==> src/rtl/uart_rx_pkg.sv <==
// rtl/uart_rx_pkg.sv - shared types and constants for the parametrised UART receiver
`timescale 1ns/1ps
package uart_rx_pkg;

  // Runtime parity selection; the unused code 2'b11 also means no parity.
  typedef enum logic [1:0] {
    PAR_NONE = 2'b00,
    PAR_EVEN = 2'b01,
    PAR_ODD  = 2'b10
  } parity_mode_t;

  // Receiver FSM states.
  typedef logic [2:0] state_t;
  localparam state_t IDLE   = 3'd0;
  localparam state_t START  = 3'd1;
  localparam state_t DATA   = 3'd2;
  localparam state_t PARITY = 3'd3;
  localparam state_t STOP   = 3'd4;
  localparam state_t BREAK  = 3'd5;

  // Mid-bit sample position within an oversampled bit.
  function automatic int mid_sample(input int oversample);
    return oversample / 2;
  endfunction

  localparam int OVERSAMPLE_DEFAULT = 16;
  localparam int MID_SAMPLE         = mid_sample(OVERSAMPLE_DEFAULT);

endpackage

==> src/rtl/uart_rx_baud_tick.sv <==
// rtl/uart_rx_baud_tick.sv - oversample tick generator with idle-time divisor load
`timescale 1ns/1ps
module uart_rx_baud_tick #(
  parameter int DIV_W = 16
) (
  input  logic             clk,
  input  logic             reset,
  input  logic             load,
  input  logic [DIV_W-1:0] baud_div,
  output logic             tick
);

  logic [DIV_W-1:0] cnt;
  logic [DIV_W-1:0] baud_div_q;

  // Divisor is only taken while the receiver is idle; counter wraps at the divisor.
  always_ff @(posedge clk) begin
    if (reset) begin
      cnt        <= '0;
      baud_div_q <= '0;
    end else begin
      if (load) begin
        baud_div_q <= baud_div;
      end
      if (cnt >= baud_div_q) begin
        cnt <= '0;
      end else begin
        cnt <= cnt + DIV_W'(1);
      end
    end
  end

  assign tick = (cnt == baud_div_q);

endmodule

==> src/rtl/uart_rx_param.sv <==
// rtl/uart_rx_param.sv - parametrised UART receiver; optional UART_RX_MAJORITY_EN 2-of-3 vote
`timescale 1ns/1ps
module uart_rx_param
  import uart_rx_pkg::*;
#(
  parameter int DATA_BITS  = 8,
  parameter int OVERSAMPLE = 16,
  parameter int DIV_W      = 16
) (
  input  logic                 clk,
  input  logic                 reset,
  input  logic [DIV_W-1:0]     baud_div,
  input  logic [1:0]           parity_mode,
  input  logic                 stop_bits,
  input  logic                 rx_in,
  output logic [DATA_BITS-1:0] rx_data,
  output logic                 rx_valid,
  input  logic                 rx_ready,
  output logic                 parity_err,
  output logic                 frame_err,
  output logic                 overrun,
  output logic                 busy
);

  localparam int SCNT_W   = $clog2(OVERSAMPLE);
  localparam int MID_TICK = mid_sample(OVERSAMPLE);
  localparam logic [SCNT_W-1:0] LAST_TICK = SCNT_W'(OVERSAMPLE - 1);
  localparam logic [3:0]        LAST_BIT  = 4'(DATA_BITS - 1);

  logic                 sync1, line;
  logic                 tick;
  state_t               state;
  logic [SCNT_W-1:0]    s_cnt;
  logic [3:0]           bit_idx;
  logic                 stop_idx;
  logic [DATA_BITS-1:0] data_sr;
  logic                 par_err_r, frm_err_r;
  logic                 done_q;
  logic [1:0]           parity_mode_q;
  logic                 stop_bits_q;
  logic                 bit_val;
  logic                 at_dec;
  logic                 parity_en;

  // Two-flop synchroniser on the asynchronous serial line, idling high.
  always_ff @(posedge clk) begin
    if (reset) begin
      sync1 <= 1'b1;
      line  <= 1'b1;
    end else begin
      sync1 <= rx_in;
      line  <= sync1;
    end
  end

  uart_rx_baud_tick #(.DIV_W(DIV_W)) u_tick (
    .clk      (clk),
    .reset    (reset),
    .load     (state == IDLE),
    .baud_div (baud_div),
    .tick     (tick)
  );

`ifdef UART_RX_MAJORITY_EN
  localparam logic [SCNT_W-1:0] DEC_TICK = SCNT_W'(MID_TICK + 1);
  logic vote_a, vote_b;

  // Hold the two samples preceding the decision tick for the 2-of-3 vote.
  always_ff @(posedge clk) begin
    if (reset) begin
      vote_a <= 1'b1;
      vote_b <= 1'b1;
    end else if (tick) begin
      if (s_cnt == SCNT_W'(MID_TICK - 1)) vote_a <= line;
      if (s_cnt == SCNT_W'(MID_TICK))     vote_b <= line;
    end
  end

  assign bit_val = (vote_a & vote_b) | (vote_a & line) | (vote_b & line);
`else
  localparam logic [SCNT_W-1:0] DEC_TICK = SCNT_W'(MID_TICK);
  assign bit_val = line;
`endif

  assign at_dec    = (s_cnt == DEC_TICK);
  assign parity_en = (parity_mode_q == PAR_EVEN) || (parity_mode_q == PAR_ODD);
  assign busy      = (state != IDLE);

  // Frame FSM: the sample counter free-runs across bits from the start edge, so
  // every state decides at the same point of its own bit.
  always_ff @(posedge clk) begin
    if (reset) begin
      state         <= IDLE;
      s_cnt         <= '0;
      bit_idx       <= '0;
      stop_idx      <= 1'b0;
      data_sr       <= '0;
      par_err_r     <= 1'b0;
      frm_err_r     <= 1'b0;
      done_q        <= 1'b0;
      parity_mode_q <= 2'b00;
      stop_bits_q   <= 1'b0;
    end else begin
      done_q <= 1'b0;
      if (state == IDLE) begin
        parity_mode_q <= parity_mode;
        stop_bits_q   <= stop_bits;
      end
      if (tick) begin
        if (state != IDLE) begin
          s_cnt <= (s_cnt == LAST_TICK) ? '0 : s_cnt + SCNT_W'(1);
        end
        case (state)
          IDLE: begin
            if (!line) begin
              state     <= START;
              s_cnt     <= '0;
              par_err_r <= 1'b0;
              frm_err_r <= 1'b0;
            end
          end
          START: begin
            if (at_dec) begin
              state   <= bit_val ? IDLE : DATA;
              bit_idx <= '0;
            end
          end
          DATA: begin
            if (at_dec) begin
              data_sr <= {bit_val, data_sr[DATA_BITS-1:1]};
              bit_idx <= bit_idx + 4'd1;
              if (bit_idx == LAST_BIT) begin
                state    <= parity_en ? PARITY : STOP;
                stop_idx <= 1'b0;
              end
            end
          end
          PARITY: begin
            if (at_dec) begin
              par_err_r <= (parity_mode_q == PAR_ODD) ? ~(^data_sr ^ bit_val)
                                                      :  (^data_sr ^ bit_val);
              state     <= STOP;
            end
          end
          STOP: begin
            if (at_dec) begin
              if (!bit_val) frm_err_r <= 1'b1;
              if (stop_bits_q && !stop_idx) begin
                stop_idx <= 1'b1;
              end else begin
                done_q <= 1'b1;
                state  <= bit_val ? IDLE : BREAK;
              end
            end
          end
          BREAK: begin
            if (line) state <= IDLE;
          end
          default: state <= IDLE;
        endcase
      end
    end
  end

  // Output holding register with valid/ready handshake and sticky overrun.
  always_ff @(posedge clk) begin
    if (reset) begin
      rx_valid   <= 1'b0;
      rx_data    <= '0;
      parity_err <= 1'b0;
      frame_err  <= 1'b0;
      overrun    <= 1'b0;
    end else if (done_q && (!rx_valid || rx_ready)) begin
      rx_valid   <= 1'b1;
      rx_data    <= data_sr;
      parity_err <= par_err_r;
      frame_err  <= frm_err_r;
      overrun    <= 1'b0;
    end else if (done_q) begin
      overrun <= 1'b1;
    end else if (rx_valid && rx_ready) begin
      rx_valid <= 1'b0;
      overrun  <= 1'b0;
    end
  end

endmodule

==> config.mk <==
export PLATFORM = sky130hd
export DESIGN_NAME = uart_rx_param
export DESIGN_NICKNAME = d
export VERILOG_FILES = /design/src/rtl/uart_rx_pkg.sv /design/src/rtl/uart_rx_baud_tick.sv /design/src/rtl/uart_rx_param.sv
export SDC_FILE = /design/constraint.sdc
export NUM_CORES = 1
export LEC_CHECK = 0
export CORE_ASPECT_RATIO = 1.5
export CORE_MARGIN = 1
export CORE_UTILIZATION = 45
export CTS_CLUSTER_SIZE = 10
export DETAILED_ROUTE_END_ITERATION = 10
export MAX_ROUTING_LAYER = met4
export PLACE_DENSITY = 0.73
export SLEW_MARGIN = 20
export SYNTH_ARGS = -nofsm -noshare
export SYNTH_HDL_FRONTEND = slang
export SYNTH_SLANG_ARGS = --single-unit
export TNS_END_PERCENT = 100
==> constraint.sdc <==
create_clock -name clk -period 3 [get_ports clk]
set_clock_uncertainty 0.15 [all_clocks]
set_input_delay 0.45 -clock clk [delete_from_list [all_inputs] [get_ports clk]]
set_output_delay 0.45 -clock clk [all_outputs]
set_load 0.02 [all_outputs]
==> impl_metrics.yaml <==
yosys:
  synth-xor-area-share: 0.0598
  ys_seq_elements: 72
  synth_top_family_by_area: "simple AND/OR/NAND/NOR gates"
  synth-compound-area-share: 0.115
  synth_edf_count: 0
  synth_area_leader_cell: "dfxtp_1"
  synth_area_um2: 3510
  synthSimpleGateAreaFrac: 0.230
  synth_top_area_frac: 0.410
  postSynthCellCount: 405
  ys_warn_count: 0
  synth.distinct_cells: 48
  yosysSeqAreaShare: 0.410
  synth_fa_ha_area_frac: 0.0748
  synthTopCellsByArea: "dfxtp_1 41%, ha_1 7.5%, a21oi_1 5.6%"
  synth.avg_cell_area_um2: 8.67
  synthArstFlopShare: 0
  muxShareOfSynthArea: 0.0513
  ys_dominant_reg_cell: "dfxtp_1"
  syn_nets: 449
setup_path:
  worstReg2RegStart: "u_tick.baud_div_q[14]"
  cp_top_family: "buffers and inverters"
  critical_path_buf_inv_count: 2
  crit_chain: "nor3_2, inv_1, clkdlybuf4s50_1"
  r2r_end: "bit_idx[2]"
  critPathCaptureType: "primary output"
  worstSetupPathType: "flop to primary output"
  cp.required_ns: 2.40
  rr_worst_depth: 8
  crit_path_start_kind: "flop"
  reg2reg_setup_slack_ns: 0.58
  crit_slowest_cell: "clkdlybuf4s50_1"
  cp_slowest_stage_delay_ns: 0.70
  crit_fanout: 16
  arrival_ns: 2.16
drt:
  drt_iter0_drc: 218
  drc: 0
  drt_wl_total_mm: 7.57
  antenna_left: 0
  vias: 2961
  drtPass1Iterations: 6
  wire_per_inst_um: 13.8
  viasPerCell: 5.40
global_routing:
  antenna_found_initial: 0
  overflow: 0
  grt_pass1_vias: 2942
  grt_pass1_wl_mm: 12.8
  grt_max_degree: 34
  grt_usage: 0.210
placed_design:
  dpl.cell_count: 532
  place_hpwl_mm: 5.34
  gp_congestion: 0.851
  dp_slack_ns: 0.606
  portBuffers: 35
sta:
  tightestPinTransition_ns: 0.841
  finalHoldViolations: 0
  rsz0062_at_grt: "no"
  fin_ws_ns: 0.243
  whs_ns: 0.279
  setup_violations: 0
  maxSlewViolCount: 0
  slew_headroom: 0.438
  fin_tns_setup_ns: 0
  max_freq_mhz: 363
  min_period_ns: 2.76
  fin_crit_sh: 0.919
cts:
  clock-sinks: 72
  cts_max_level: 3
  postCtsSetupBuffers: 0
  clk_latency_ns: 0.33
  max-clock-path-buffers: 2
  numCtsBuffers: 9
  cts_tree: "built"
  clk_pin_slew_ns: 0.06
  ctsHoldBuffers: 0
  cts_root_buf: "clkbuf_16"
  cts_resized: 0
power_and_ir_drop:
  seq_power_share: 0.454
  power_frac_comb: 0.060
  p_leak_nw: 1.77
  p_per_area_nw_per_um2: 514
  p_int_mw: 1.69
  power.share.switching: 0.227
  vdd_drop_max_v: 0.000327
  switchingPower_uw: 495
  p_clk_frac: 0.486
floorplanning:
  die_area_um2: 8170
  io_pins: 36
  initial_core_util: 0.462
  rows: 39
  die_w_um: 74.1
  core_um2: 7610
  die_y_um: 110
cells_and_area:
  syn_to_final_growth_pct: 20.8
  stdcell_count: 548
  fill_cells: 734
  finalNetCount: 485
  n_antenna_cell: 0
  drive_above_1_share: 0.0762
job:
  drv_cap: 0
min_path:
  worstHoldPathCells: 1
  hold_end: "bit_val"
  worstHoldStart: "sync1"
  worst_hold_path_type: "flop to flop"
status:
  status: "complete, no violations"
[cell type report]
cell class | count | area, um^2 | share of cell area
repair buffers | 44 | 413 | 0.0973
clock inverters | 6 | 68.8 | 0.0162
multi-input cells | 289 | 1870 | 0.441
inverters | 25 | 93.8 | 0.0221
clock buffers | 10 | 229 | 0.0540
well taps | 102 | 128 | 0.0301
flip-flops and latches | 72 | 1440 | 0.340
[how the worst max path moves through the flow]
| stage | slack (ns) | cells after the start | to | from |
|---|---|---|---|---|
| final | 0.24 | 3 | busy | state[0] |
| after global routing | 0.06 | 3 | busy | state[0] |
| after CTS | 0.23 | 3 | busy | state[0] |
| after detailed placement | 0.61 | 8 | bit_idx[2] | u_tick.baud_div_q[14] |
| after global placement | 0.64 | 3 | busy | state[0] |
| after floorplan | 0.84 | 9 | u_tick.cnt[2] | u_tick.baud_div_q[13] |
[power by group through the flow]
stage	sequential, mW	clock [mW]	combinational (mW)
5_1_grt	0.993	1.12	0.145
6_report	0.991	1.06	0.131
2_1_floorplan	1.01	0	0.0817
4_1_cts	0.990	1.08	0.133
3_3_place_gp	1.01	0	0.126
3_5_place_dp	1.01	0	0.130
[Yosys cell counts, types with 2 or more instances]
master         instances
dfxtp_1               72
a21o_1                 2
nand4_2                2
and3_1                 3
o22ai_1                2
a211oi_1               2
nand2_1               52
a311oi_1               4
nor2b_1                7
buf_6                  3
or2_2                  2
xnor2_1               11
inv_1                 25
dlygate4sd1_1          2
o21ai_0               11
o211ai_1               3
mux2i_1               18
xor2_1                13
nor3_1                20
a21oi_1               39
and4_1                 3
nand4_1                8
nor3b_1                5
ha_1                  21
nand3_1               11
buf_4                  2
clkbuf_1               9
and2_1                 2
or4_1                  5
or3_1                  2
nor2_1                27
[cell families (layout without fill, tap and decap cells)]
kind of cell	after synthesis	after routing
buffers and inverters	44	85
flip-flops	72	72
AND/OR/NAND/NOR	156	156
XOR/XNOR	24	24
AO/OA/AOI/OAI	70	70
multiplexers	18	18
adder cells (fa/ha/maj)	21	21
[through the flow]
step                      power, mW  cell area (um^2)   util
after global placement         1.14              3950  0.518
after global routing           2.25              4240  0.557
after detailed placement       1.14              3950  0.518
final                          2.18              4240  0.557
after floorplan                1.09              3510      -
after CTS                      2.20              4240  0.557
[per-layer routing]
metal	GRT usage	up-vias	wire (um)
met2	0.384	51	4150
met1	0.202	1408	2970
met3	0.0491	22	222
li1	-	1480	-
met4	0.107	0	223
met5	-	-	0
[cell usage in the layout (no fill, tap or decap), types with 3 or more instances in the layout]
cell type / n
clkdlybuf4s50_1: 34
mux2i_1: 18
a311oi_1: 4
and3_1: 3
o21ai_0: 10
nor2b_1: 7
nor3b_1: 5
or4_1: 5
nand3_1: 11
dfxtp_1: 72
clkbuf_16: 9
xnor2_1: 11
ha_1: 21
nand2_1: 52
a21oi_1: 39
nand4_1: 8
xor2_1: 13
and4_1: 3
inv_1: 25
nor2_1: 27
o211ai_1: 3
buf_4: 9
nor3_1: 19
[sequential cells by signal, summed over array words and instances (netlist names)]
register / count
overrun: 1
frm_err_r: 1
parity_mode_q: 2
s_cnt: 4
state: 3
done_q: 1
sync1: 1
par_err_r: 1
stop_bits_q: 1
frame_err: 1
bit_idx: 4
bit_val: 1
rx_valid: 1
data_sr: 8
stop_idx: 1
u_tick.baud_div_q: 16
rx_data: 8
u_tick.cnt: 16
parity_err: 1
No activity file was read; power rests on OpenSTA's default activity.
